--- src/rtl/prog_sequence_detector_if.sv ---
// prog_sequence_detector_if
//   Bundles the stream, configuration and result signals of the
//   programmable dual-slot sequence detector.
//   master : drives stream / config / counter clear, observes hits and counts
//   slave  : the detector itself
//   Signals:
//     x_valid, x        serial stream bit and its qualifier
//     overlap           1 = overlapping detection, 0 = non-overlapping
//     cfg_we, cfg_sel   write strobe and slot select (0 = A, 1 = B)
//     cfg_pattern       pattern, bit [len-1] received first, bit [0] last
//     cfg_len           pattern length, 0 disables the slot
//     cnt_clear         synchronous clear of both hit counters
//     hit_a, hit_b      same-cycle match flags
//     cnt_a, cnt_b      saturating hit counters
interface prog_sequence_detector_if #(
  parameter int MAX_LEN = 8,
  parameter int CNT_W   = 8
);
  localparam int LW = $clog2(MAX_LEN + 1);

  logic               x_valid;
  logic               x;
  logic               overlap;
  logic               cfg_we;
  logic               cfg_sel;
  logic [MAX_LEN-1:0] cfg_pattern;
  logic [LW-1:0]      cfg_len;
  logic               cnt_clear;
  logic               hit_a;
  logic               hit_b;
  logic [CNT_W-1:0]   cnt_a;
  logic [CNT_W-1:0]   cnt_b;

  modport master (
    output x_valid, x, overlap, cfg_we, cfg_sel, cfg_pattern, cfg_len, cnt_clear,
    input  hit_a, hit_b, cnt_a, cnt_b
  );

  modport slave (
    input  x_valid, x, overlap, cfg_we, cfg_sel, cfg_pattern, cfg_len, cnt_clear,
    output hit_a, hit_b, cnt_a, cnt_b
  );
endinterface

--- src/rtl/prog_sequence_detector.sv ---
// prog_sequence_detector
//   Runtime-programmable serial pattern detector with two slots (A, B).
//   Each slot holds a pattern of 1..MAX_LEN bits; matches are reported in the
//   same cycle as the final bit (Mealy) and counted in saturating counters.
//   Overlapping or non-overlapping detection is selected per cycle.
//   Ports:
//     clk      rising-edge clock
//     reset_n  asynchronous active-low reset
//     bus      prog_sequence_detector_if.slave (stream, config, hits, counts)
module prog_sequence_detector #(
  parameter int MAX_LEN = 8,
  parameter int CNT_W   = 8
) (
  input  logic                     clk,
  input  logic                     reset_n,
  prog_sequence_detector_if.slave  bus
);
  localparam int LW = $clog2(MAX_LEN + 1);
  localparam int HW = MAX_LEN - 1;

  localparam logic [MAX_LEN:0] MASK_ONE = (MAX_LEN + 1)'(1);
  localparam logic [LW:0]      FILL_ONE = (LW + 1)'(1);
  localparam logic [LW-1:0]    FILL_MAX = LW'(MAX_LEN - 1);
  localparam logic [LW-1:0]    LEN_MAX  = LW'(MAX_LEN);

  // Low-order mask covering the last len bits of the window.
  function automatic logic [MAX_LEN-1:0] len_mask(input logic [LW-1:0] len);
    logic [MAX_LEN:0] m;
    m = (MASK_ONE << len) - MASK_ONE;
    return m[MAX_LEN-1:0];
  endfunction

  logic [HW-1:0]             hist_reg;
  logic [LW-1:0]             fill_reg;
  logic [MAX_LEN-1:0]        window;
  logic [LW-1:0]             cfg_len_clamped;
  logic [1:0]                hit;
  logic [1:0][CNT_W-1:0]     cnt;

  // Current bit sits at window[0]; older bits above it.
  assign window          = {hist_reg, bus.x};
  assign cfg_len_clamped = (bus.cfg_len > LEN_MAX) ? LEN_MAX : bus.cfg_len;

  genvar gi;
  generate
    for (gi = 0; gi < 2; gi++) begin : g_slot
      logic [MAX_LEN-1:0] pat_reg;
      logic [LW-1:0]      len_reg;
      logic [CNT_W-1:0]   cnt_reg;
      logic [MAX_LEN-1:0] mask;
      logic               enough_bits;

      assign mask        = len_mask(len_reg);
      // fill+1 >= len, computed one bit wider so len=0 cannot underflow.
      assign enough_bits = ({1'b0, fill_reg} + FILL_ONE) >= {1'b0, len_reg};
      assign hit[gi]     = bus.x_valid && (len_reg != '0) && enough_bits &&
                           (((window ^ pat_reg) & mask) == '0);
      assign cnt[gi]     = cnt_reg;

      always_ff @(posedge clk or negedge reset_n) begin
        if (!reset_n) begin
          pat_reg <= '0;
          len_reg <= '0;
          cnt_reg <= '0;
        end else begin
          if (bus.cfg_we && (bus.cfg_sel == 1'(gi))) begin
            pat_reg <= bus.cfg_pattern;
            len_reg <= cfg_len_clamped;
          end
          if (bus.cnt_clear) begin
            cnt_reg <= '0;
          end else if (hit[gi] && (cnt_reg != '1)) begin
            cnt_reg <= cnt_reg + CNT_W'(1);
          end
        end
      end
    end
  endgenerate

  // History shift register and fill level shared by both slots. A config
  // write restarts detection; in non-overlap mode any hit consumes the bits.
  always_ff @(posedge clk or negedge reset_n) begin
    if (!reset_n) begin
      hist_reg <= '0;
      fill_reg <= '0;
    end else begin
      if (bus.x_valid) begin
        hist_reg <= window[HW-1:0];
      end
      if (bus.cfg_we) begin
        fill_reg <= '0;
      end else if (!bus.overlap && (|hit)) begin
        fill_reg <= '0;
      end else if (bus.x_valid && (fill_reg != FILL_MAX)) begin
        fill_reg <= fill_reg + LW'(1);
      end
    end
  end

  assign bus.hit_a = hit[0];
  assign bus.hit_b = hit[1];
  assign bus.cnt_a = cnt[0];
  assign bus.cnt_b = cnt[1];
endmodule
--- src/flat_wrapper.sv ---
// flat-port wrapper written by rule: the top's interface ports become plain ports
module prog_sequence_detector_flat 
#(
  parameter int MAX_LEN = 8,
  parameter int CNT_W   = 8
)
  (clk, reset_n, bus_x_valid, bus_x, bus_overlap, bus_cfg_we, bus_cfg_sel, bus_cfg_pattern, bus_cfg_len, bus_cnt_clear, bus_hit_a, bus_hit_b, bus_cnt_a, bus_cnt_b);
  prog_sequence_detector_if #(.MAX_LEN(MAX_LEN), .CNT_W(CNT_W)) bus_i ();
  input  logic clk;
  input  logic reset_n;
  input wire logic [$bits(bus_i.x_valid)-1:0] bus_x_valid;
  input wire logic [$bits(bus_i.x)-1:0] bus_x;
  input wire logic [$bits(bus_i.overlap)-1:0] bus_overlap;
  input wire logic [$bits(bus_i.cfg_we)-1:0] bus_cfg_we;
  input wire logic [$bits(bus_i.cfg_sel)-1:0] bus_cfg_sel;
  input wire logic [$bits(bus_i.cfg_pattern)-1:0] bus_cfg_pattern;
  input wire logic [$bits(bus_i.cfg_len)-1:0] bus_cfg_len;
  input wire logic [$bits(bus_i.cnt_clear)-1:0] bus_cnt_clear;
  output wire logic [$bits(bus_i.hit_a)-1:0] bus_hit_a;
  output wire logic [$bits(bus_i.hit_b)-1:0] bus_hit_b;
  output wire logic [$bits(bus_i.cnt_a)-1:0] bus_cnt_a;
  output wire logic [$bits(bus_i.cnt_b)-1:0] bus_cnt_b;
  assign bus_i.x_valid = bus_x_valid;
  assign bus_i.x = bus_x;
  assign bus_i.overlap = bus_overlap;
  assign bus_i.cfg_we = bus_cfg_we;
  assign bus_i.cfg_sel = bus_cfg_sel;
  assign bus_i.cfg_pattern = bus_cfg_pattern;
  assign bus_i.cfg_len = bus_cfg_len;
  assign bus_i.cnt_clear = bus_cnt_clear;
  assign bus_hit_a = bus_i.hit_a;
  assign bus_hit_b = bus_i.hit_b;
  assign bus_cnt_a = bus_i.cnt_a;
  assign bus_cnt_b = bus_i.cnt_b;
  prog_sequence_detector #(.MAX_LEN(MAX_LEN), .CNT_W(CNT_W)) u_core (.clk(clk), .reset_n(reset_n), .bus(bus_i));
endmodule
--- config.mk ---
export PLATFORM = sky130hd
export DESIGN_NAME = prog_sequence_detector_flat
export DESIGN_NICKNAME = d
export VERILOG_FILES = /design/src/rtl/prog_sequence_detector_if.sv /design/src/rtl/prog_sequence_detector.sv /design/src/flat_wrapper.sv
export SDC_FILE = /design/constraint.sdc
export NUM_CORES = 1
export LEC_CHECK = 0
export BUFFER_PORTS_ARGS = -buffer_cell sky130_fd_sc_hd__buf_2
export CAP_MARGIN = 20
export CORE_UTILIZATION = 30
export CTS_CLUSTER_DIAMETER = 80
export DETAILED_ROUTE_END_ITERATION = 7
export GPL_TIMING_DRIVEN = 0
export SLEW_MARGIN = 40
export SYNTH_ARGS = -nofsm -noshare
export SYNTH_HDL_FRONTEND = slang
export SYNTH_SLANG_ARGS = --single-unit
--- constraint.sdc ---
create_clock -name clk -period 2.9 [get_ports clk]
set_input_delay 0.58 -clock clk [delete_from_list [all_inputs] [get_ports clk]]
set_output_delay 0.58 -clock clk [all_outputs]
set_load 0.03 [all_outputs]
; ---- Yosys cells after proc, flatten, opt, wreduce, memory -nomap -nowiden
; Index checks and enable logic that the tools add are counted.
[totals]
ff_bits = 51
in_bits = 20
output_inout_bits = 18
word_cells = 56
[classes]
n_addsub = 6
order_cmp = 3
n_eq_ne = 3
shifts = 2
mux = 8
n_bitwise = 5
reduce_logical = 21
[op_table]
columns = cell, n
row1 = 8-bit 2-to-1 mux, 4
row2 = 8-bit by 1-bit adder with 8-bit output (second input constant), 2
row3 = 8-bit bitwise AND, 2
row4 = 8-bit logical NOT, 2
row5 = 4-bit 2-to-1 mux, 4
row6 = 8-bit != test (second input constant), 2
row7 = 1-bit by 4-bit left shift with 8-bit output (first input constant), 2
row8 = 8-bit by 1-bit subtractor with 8-bit output (second input constant), 2
row9 = 8-bit XOR, 2
row10 = 1-bit logical AND, 12
row11 = 5-bit by 4-bit >= comparator with 1-bit output, 2
row12 = 4-bit nonzero test, 2
row13 = 4-bit by 1-bit adder with 5-bit output (second input constant), 1
row14 = 4-bit by 1-bit adder with 4-bit output (second input constant), 1
row15 = 4-bit > comparator (second input constant), 1
row16 = 4-bit by 3-bit != test with 1-bit output (second input constant), 1
row17 = 2-bit nonzero test, 2
row18 = 3-bit nonzero test, 1
row19 = 2-bit OR reduction, 1
row20 = 1-bit logical NOT, 1
row21 = 1-bit inverter, 1

; ---- Depth between registers and ports, before layout
; Gate-level depths: netlist of run 1.
[depth]
ltp_word = 9
mapped_depth = 11
ltp_nobuf = 10

; ---- Worst setup path after synthesis of run 1
; No wires, ideal clock.
[synth_timing]
path_kind = register -> output
from = reg u_core.g_slot[0].len_reg[3]
to = out bus_hit_a
arrival_time_ps = 2487
required_time_ps = 2320
setup_slack_ps = -167
stages_incl_launch_ff = 8
path_buffers = 0
path_cell_list = dfrtp_1 -> nor4_1 -> inv_1 -> ha_1 -> o22ai_1 -> or4b_1 -> or3_2 -> nor2_1
[synth_between]
elab_chain_len = 5
word_cells_on_any_way = 9
classes_between = add/sub: 1 / order compare: 1 / shift: 1 / bitwise: 1 / reduce/logical: 5
[synth_lines]
columns = element, line
row1 = "start, declared", prog_sequence_detector.sv:48  ; logic [LW-1:0] len_reg;
row2 = "start signal, assigned", prog_sequence_detector.sv:68  ; len_reg <= cfg_len_clamped;
row3 = 1-bit by 4-bit left shift with 8-bit output, prog_sequence_detector.sv:29  ; m = (MASK_ONE << len) - MASK_ONE;
row4 = 8-bit by 1-bit subtractor with 8-bit output, prog_sequence_detector.sv:29
row5 = 8-bit bitwise AND, prog_sequence_detector.sv:57  ; (((window ^ pat_reg) & mask) == '0);
row6 = 8-bit logical NOT, prog_sequence_detector.sv:57
row7 = 1-bit logical AND (*), prog_sequence_detector.sv:56  ; assign hit[gi] = bus.x_valid && (len_reg != '0) && enough_bits &&
row8 = "end, declared", flat_wrapper.sv:19  ; output wire logic [$bits(bus_i.hit_a)-1:0] bus_hit_a;
; Mark *: on every way between the ends. The rest lies on a longest branch, timed or not.

; ---- Worst setup path after layout of run 1
[layout_timing]
from = reg u_core.g_slot[0].len_reg[2]
to = out bus_hit_a
; The elaborated chain is that of the path after synthesis.

==> results of run 1 <==
[where the power goes]
group | switching (W) | internal (W) | leakage (nW) | total (W)
Combinational | 0.000282 | 0.000263 | 0.937 | 0.000545
Sequential | 0.0000811 | 0.000784 | 0.647 | 0.000865
Clock | 0.000262 | 0.000260 | 0.0548 | 0.000522
Total | 0.000625 | 0.00131 | 1.64 | 0.00193
[worst reg2reg max path, cell delays in order (launching register included)]
cell and delay, ns:
dfrtp_2 0.46, nor4_4 0.31, inv_1 0.08, ha_1 0.28, o22ai_1 0.08, or4b_4 0.53
or3_4 0.39, nor3_4 0.23, nand3_2 0.10, mux2_4 0.30
[logic make-up (layout without fill, tap and decap cells)]
kind of cell    count (synthesis)  count (layout)  synth area share
compound gates                 48              48             0.111
flops                          51              51             0.436
xor+xnor                       29              29            0.0867
simple gates                  114             114             0.203
mux                            20              20            0.0769
buf+inv                        23              82            0.0308
fa+ha+maj                      13              13            0.0555
[area by class of cell]
cell class                      count  area [um2]  area share
Inverter                           12        45.0      0.0122
Timing Repair Buffer               54         338      0.0916
Clock inverter                      3        46.3      0.0126
Clock buffer                        5        68.8      0.0187
Sequential cell                    51        1280       0.348
Tap cell                          129         161      0.0438
Multi-Input combinational cell    224        1700       0.460
Buffer                              8        45.0      0.0122
[layout by cell type (no fill, tap or decap), types with 2 or more instances in the layout]
cell,instances
ha_1,11
o21ai_1,2
nor4_4,2
buf_4,18
or4_1,2
buf_2,33
nor4_1,2
xor2_1,11
or3_1,3
clkbuf_8,5
nand4_1,4
a21o_1,2
a21oi_1,9
or3_4,2
nand2b_1,9
nand3_1,10
a31oi_1,3
mux2i_1,3
nor3_1,4
nand2_1,36
ha_4,2
mux2_2,16
o21a_1,2
o211ai_1,2
a211oi_1,2
inv_1,12
o21ai_0,15
o31ai_1,2
nor3_4,3
dfrtp_1,44
buf_6,5
xnor2_1,16
nor2_1,20
dfrtp_2,7
clkbuf_1,4
nand3_2,2
[final timing paths]
| path | cells after the start | startpoint | to | slack (ns) |
|---|---|---|---|---|
| worst max register to register | 9 | u_core.g_slot[0].len_reg[2]$_DFFE_PN0P_ | u_core.bus.cnt_a[5]$_DFFE_PN0P_ | 0.05 |
| worst min-delay path | 1 | reset_n | u_core.g_slot[1].len_reg[0]$_DFFE_PN0P_ | 0.27 |
| min in group clk | 3 | bus_cfg_pattern[1] | u_core.g_slot[0].pat_reg[1]$_DFFE_PN0P_ | 0.46 |
| worst min register to register | 2 | u_core.g_slot[0].pat_reg[2]$_DFFE_PN0P_ | u_core.g_slot[0].pat_reg[2]$_DFFE_PN0P_ | 0.51 |
| worst max-delay path | 8 | u_core.g_slot[0].len_reg[2]$_DFFE_PN0P_ | bus_hit_a | -0.33 |
| max in group asynchronous | 1 | reset_n | u_core.fill_reg[0]$_DFFE_PN0P_ | 2.13 |
[layer usage]
| layer | GRT usage | up-vias | wire length (um) |
|---|---|---|---|
| met4 | 0.0479 | 0 | 89 |
| met2 | 0.241 | 47 | 3420 |
| met5 | 0 | - | 0 |
| met3 | 0.0305 | 10 | 262 |
| li1 | - | 1151 | - |
| met1 | 0.195 | 1131 | 3290 |
[what timing repair did]
item | 4_1_cts | 5_1_grt
endpoints found under the setup margin | 6 | 9
pin swaps | 8 | 14
cloned | 0 | 0
setup buffers | 12 | 6
resized for setup | 22 | 23
[metrics by stage]
stage                     utilization  setup WS [ns]  power [W]
final                           0.395         -0.334    0.00193
after global placement          0.351         -0.195    0.00130
after floorplan                     -         0.0264    0.00118
after detailed placement        0.352         -0.233    0.00131
after global routing            0.395         -0.398    0.00204
after CTS                       0.381         -0.300    0.00190
==> qor.yml, run 1 <==
grt:
  grt_max_degree: 52
  overflow: 0
  antenna_found_initial: 0
  grtUsageTotal: 0.147
  grt_pass1_wl_mm: 11.6
  grt_pass1_vias: 2308
setup_path:
  startpoint_type: "flop"
  crit_family: "simple AND/OR/NAND/NOR gates"
  worstSetupEndpointType: "primary output"
  crit_type: "reg2out"
  slowest_stage: "or4b_4"
  cpPeakStageDelay_ns: 0.53
  path_max_fanout: 3
  required_ns: 2.32
  cp.arrival_ns: 2.65
  worst-path-buf-inv: 2
  path_cells: "nor4_4, inv_1, ha_1, o22ai_1, or4b_4, or3_4, nor2_4, buf_6"
clock_tree:
  clockBufferDepth: 2
  clk_pin_slew_ns: 0.10
  clock-root-buffer: "clkbuf_8"
  worstSkewPairLatency_ns: 0.32
  clkSinkCount: 51
  cts_buffers: 5
  h-tree-depth: 2
  cts_tree: "built"
  hold_buffers: 0
detailed_routing:
  first_pass_iters: 4
  dr.first_iter.drc_count: 99
  wirelength_mm: 7.05
  ant_nets: 0
  drt_drc_violations_left: 0
  vias: 2339
  viasPerCell: 4.81
  routedWlPerCell_um: 14.5
floorplan:
  initial_core_util: 0.314
  io_pins: 38
  dieArea_mm2: 0.0102
  core_area_mm2: 0.00933
  fp.dieW_um: 101
  rows: 35
  die_y_um: 101
yosys:
  synthTopCellsByCount: "51 x dfrtp_1, 37 x nand2_1, 22 x nor2_1"
  syn_area_mm2: 0.00293
  synth.most_common_cell: "dfrtp_1"
  synth_top_area_share: 0.436
  ys_seq_elements: 51
  yosysWarnings: 0
  syn-instance-count: 298
  synth_edf_count: 0
  yosysUniqueCellTypes: 50
  synth-seq-area-share: 0.436
  yosys_most_used_dff: "dfrtp_1"
  synthTopCellsByArea: "dfrtp_1 44%, mux2_2 6.2%, ha_1 5.6%, xnor2_1 5.1%, nand2_1 4.7%"
  syn-num-nets: 331
  synthArstFlopShare: 1.00
  yosys.area.top_type: "dfrtp_1"
  synth_area_per_cell_um2: 9.83
placed_design:
  gp_congestion: 0.857
  io_buffers: 36
  dpl.hpwl_mm: 4.91
  dp.cells: 463
  place_area_mm2: 0.00328
sta:
  hold_violations: 0
  worstMarginPinSlew_ns: 0.684
  fin_ws_ns: -0.334
  min_period_over_period: 1.12
  skew_ns: 0.0122
  relSlewSlack: 0.542
  setup_violations: 1
  fin_hold_ws_ns: 0.273
  rsz0062_at_grt: "yes"
  max_freq_mhz: 309
  fin_crit_ns: 3.23
  drv_slew: 0
  fin_tns_setup_ns: -0.334
power:
  ir_worst_vdd_uv: 225
  p_leak_nw: 1.64
  p_per_area_mw_per_mm2: 524
layout:
  diodes: 0
  largest_reg_flops: 16
  fin_nets: 389
  fillers: 924
  final_area_mm2: 0.00369
  layout.cells.non_filler: 486
  drive_above_1_share: 0.322
  syn_to_final_growth_pct: 25.9
job:
  drv_cap: 0
status:
  failed_checks: "negative setup slack"
  status: "finished with violations"
worst_hold_path:
  min_path_type: "in2async"
(Power assumes the default switching activity.)
==> inputs of run 2 (changes only) <==
Settings changed: PLACE_DENSITY set to 0.51.
==> qor.yml, run 2 (synthesis gave the netlist of run 1 again) <==
status:
  status: "finished with violations"
  failed_checks: "negative setup slack"
sta:
  fin_crit_ns: 3.19  # -0.0443 ns
  worstMarginPinSlew_ns: 0.707  # +0.0233 ns
  setup_violations: 1  # unchanged
  rsz0062_at_grt: "yes"
  skew_ns: 0.00765  # -0.00456 ns
  hold_violations: 0  # unchanged
  max_freq_mhz: 314  # +1.4%
  relSlewSlack: 0.526  # -0.0156
  drv_slew: 0  # unchanged
  fin_ws_ns: -0.290  # +0.0443 ns
  min_period_over_period: 1.10  # -0.0153
placed_design:
  dpl.hpwl_mm: 4.76  # -3.1%
  gp_congestion: 0.808  # -5.7%
  dp_slack_ns: -0.229  # +0.00410 ns
  place_area_mm2: 0.00328  # unchanged
  io_buffers: 36  # unchanged
  dp.cells: 463  # unchanged
layout:
  layout.cells.non_filler: 487  # +0.21%
  largest_reg_flops: 16  # unchanged
  utilization: 0.398  # +0.00242
  final_area_mm2: 0.00371  # +0.61%
  diodes: 0  # unchanged
  syn_to_final_growth_pct: 26.7
  mostFrequentLayoutCells: "43 x dfrtp_1, 36 x nand2_1, 33 x buf_2"
  layout_commonest_cell: "dfrtp_1"
  fin_nets: 390  # +0.26%
  drive_above_1_share: 0.338  # +0.0159
detailed_routing:
  vias: 2330  # -0.38%
  first_pass_iters: 5  # +1
  routedWlPerCell_um: 14.2  # -2.1%
  viasPerCell: 4.78  # -0.59%
  dr.first_iter.drc_count: 57  # -42%
  ant_nets: 0  # unchanged
  drt_drc_violations_left: 0  # unchanged
  wirelength_mm: 6.92  # -1.9%
power:
  swShare: 0.339  # +0.0157
  ir_worst_vdd_uv: 249  # +11%
  internal_power_w: 0.00121  # -7.4%
  combPwrFrac: 0.299  # +0.017
  p_clk_frac: 0.231  # -0.039
  power_switching_w: 0.000622  # -0.58%
  p_leak_nw: 1.63  # -0.47%
  seqPwrFrac: 0.470  # +0.022
  p_per_area_mw_per_mm2: 494  # -5.7%
  p_total_w: 0.00183  # -5.2%
setup_path:
  required_ns: 2.32  # about the same
  cpPeakStageDelay_ns: 0.52  # about the same
  crit_type: "reg2out"
  r2r_setup_slack_ns: 0.01  # -0.04 ns
  crit_family: "simple AND/OR/NAND/NOR gates"
  slowest_stage: "or4b_4"
  startpoint_type: "flop"
  path_max_fanout: 3  # unchanged
  path_cells: "nor4_4, inv_1, ha_1, o22ai_1, or4b_4, or3_4, nor2_4, buf_6"
  cp.arrival_ns: 2.61  # -0.04 ns
  worst-path-buf-inv: 2  # unchanged
  worstSetupEndpointType: "primary output"
clock_tree:
  clockBufferDepth: 2  # unchanged
  clkSinkCount: 51  # unchanged
  worstSkewPairLatency_ns: 0.30  # -0.02 ns
  cts_tree: "built"
  hold_buffers: 0  # unchanged
  h-tree-depth: 2  # unchanged
  cts_buffers: 5  # unchanged
  clk_pin_slew_ns: 0.10  # about the same
  clock-root-buffer: "clkbuf_8"
grt:
  grt_pass1_vias: 2293  # -0.65%
  overflow: 0  # unchanged
  grt_max_degree: 52  # unchanged
  grt_pass1_wl_mm: 11.5  # -1.6%
  antenna_found_initial: 0  # unchanged
  grtUsageTotal: 0.146  # -0.00183
job:
  drv_cap: 0  # unchanged
floorplan:
  rows: 35  # unchanged
  dieArea_mm2: 0.0102  # unchanged
  fp.dieW_um: 101  # unchanged
  initial_core_util: 0.314  # unchanged
  die_y_um: 101  # unchanged
  io_pins: 38  # unchanged
  core_area_mm2: 0.00933  # unchanged
worst_hold_path:
  min_path_type: "in2async"
run 2: area by class of cell:
type	instances	area, um2
buffer	7	33.8
clock buffer	5	68.8
clock inverter	3	20.0
fill	930	5620
inverter	12	45.0
multi-input combinational	224	1740
sequential	51	1290
tap	129	161
timing repair buffer	56	353
run 2: repair_timing:
item | 4_1_cts | 5_1_grt
resized for setup | 30 | 21
pin swaps | 11 | 9
setup endpoints to repair | 8 | 12
setup buffers | 11 | 9
gates cloned | 0 | 0
run 2: power groups by stage:
stage / logic, W / clock network (W) / registers, W
2_1_floorplan: 0.000335 / 0 / 0.000849
3_3_place_gp: 0.000448 / 0 / 0.000863
5_1_grt: 0.000605 / 0.000464 / 0.000874
4_1_cts: 0.000509 / 0.000447 / 0.000860
6_report: 0.000548 / 0.000422 / 0.000861
3_5_place_dp: 0.000453 / 0 / 0.000865
run 2: stage by stage:
step	hold WS, ns	TNS, ns
after detailed placement	0.492	-0.518
after global placement	0.486	-0.466
after global routing	0.360	-0.630
after floorplan	0.284	0
final	0.307	-0.290
after CTS	0.328	-0.337
run 2: path summary, 6_finish.rpt:
kind,start,end,cells after the start
worst max-delay path,u_core.g_slot[0].len_reg[2]$_DFFE_PN0P_,bus_hit_a,8
worst min-delay path,reset_n,u_core.g_slot[1].pat_reg[7]$_DFFE_PN0P_,1
worst max register to register,u_core.g_slot[0].len_reg[2]$_DFFE_PN0P_,u_core.bus.cnt_a[5]$_DFFE_PN0P_,9
worst min register to register,u_core.g_slot[0].pat_reg[6]$_DFFE_PN0P_,u_core.g_slot[0].pat_reg[6]$_DFFE_PN0P_,2
max in group asynchronous,reset_n,u_core.fill_reg[0]$_DFFE_PN0P_,1
min in group clk,bus_cfg_pattern[5],u_core.g_slot[0].pat_reg[5]$_DFFE_PN0P_,3
run 2: per-layer routing:
layer,wire (um),part of all wire,track usage
met1,3290,0.48,0.193
met2,3320,0.48,0.241
met3,177,0.026,0.0229
met4,131,0.019,0.0535
met5,0,0,0
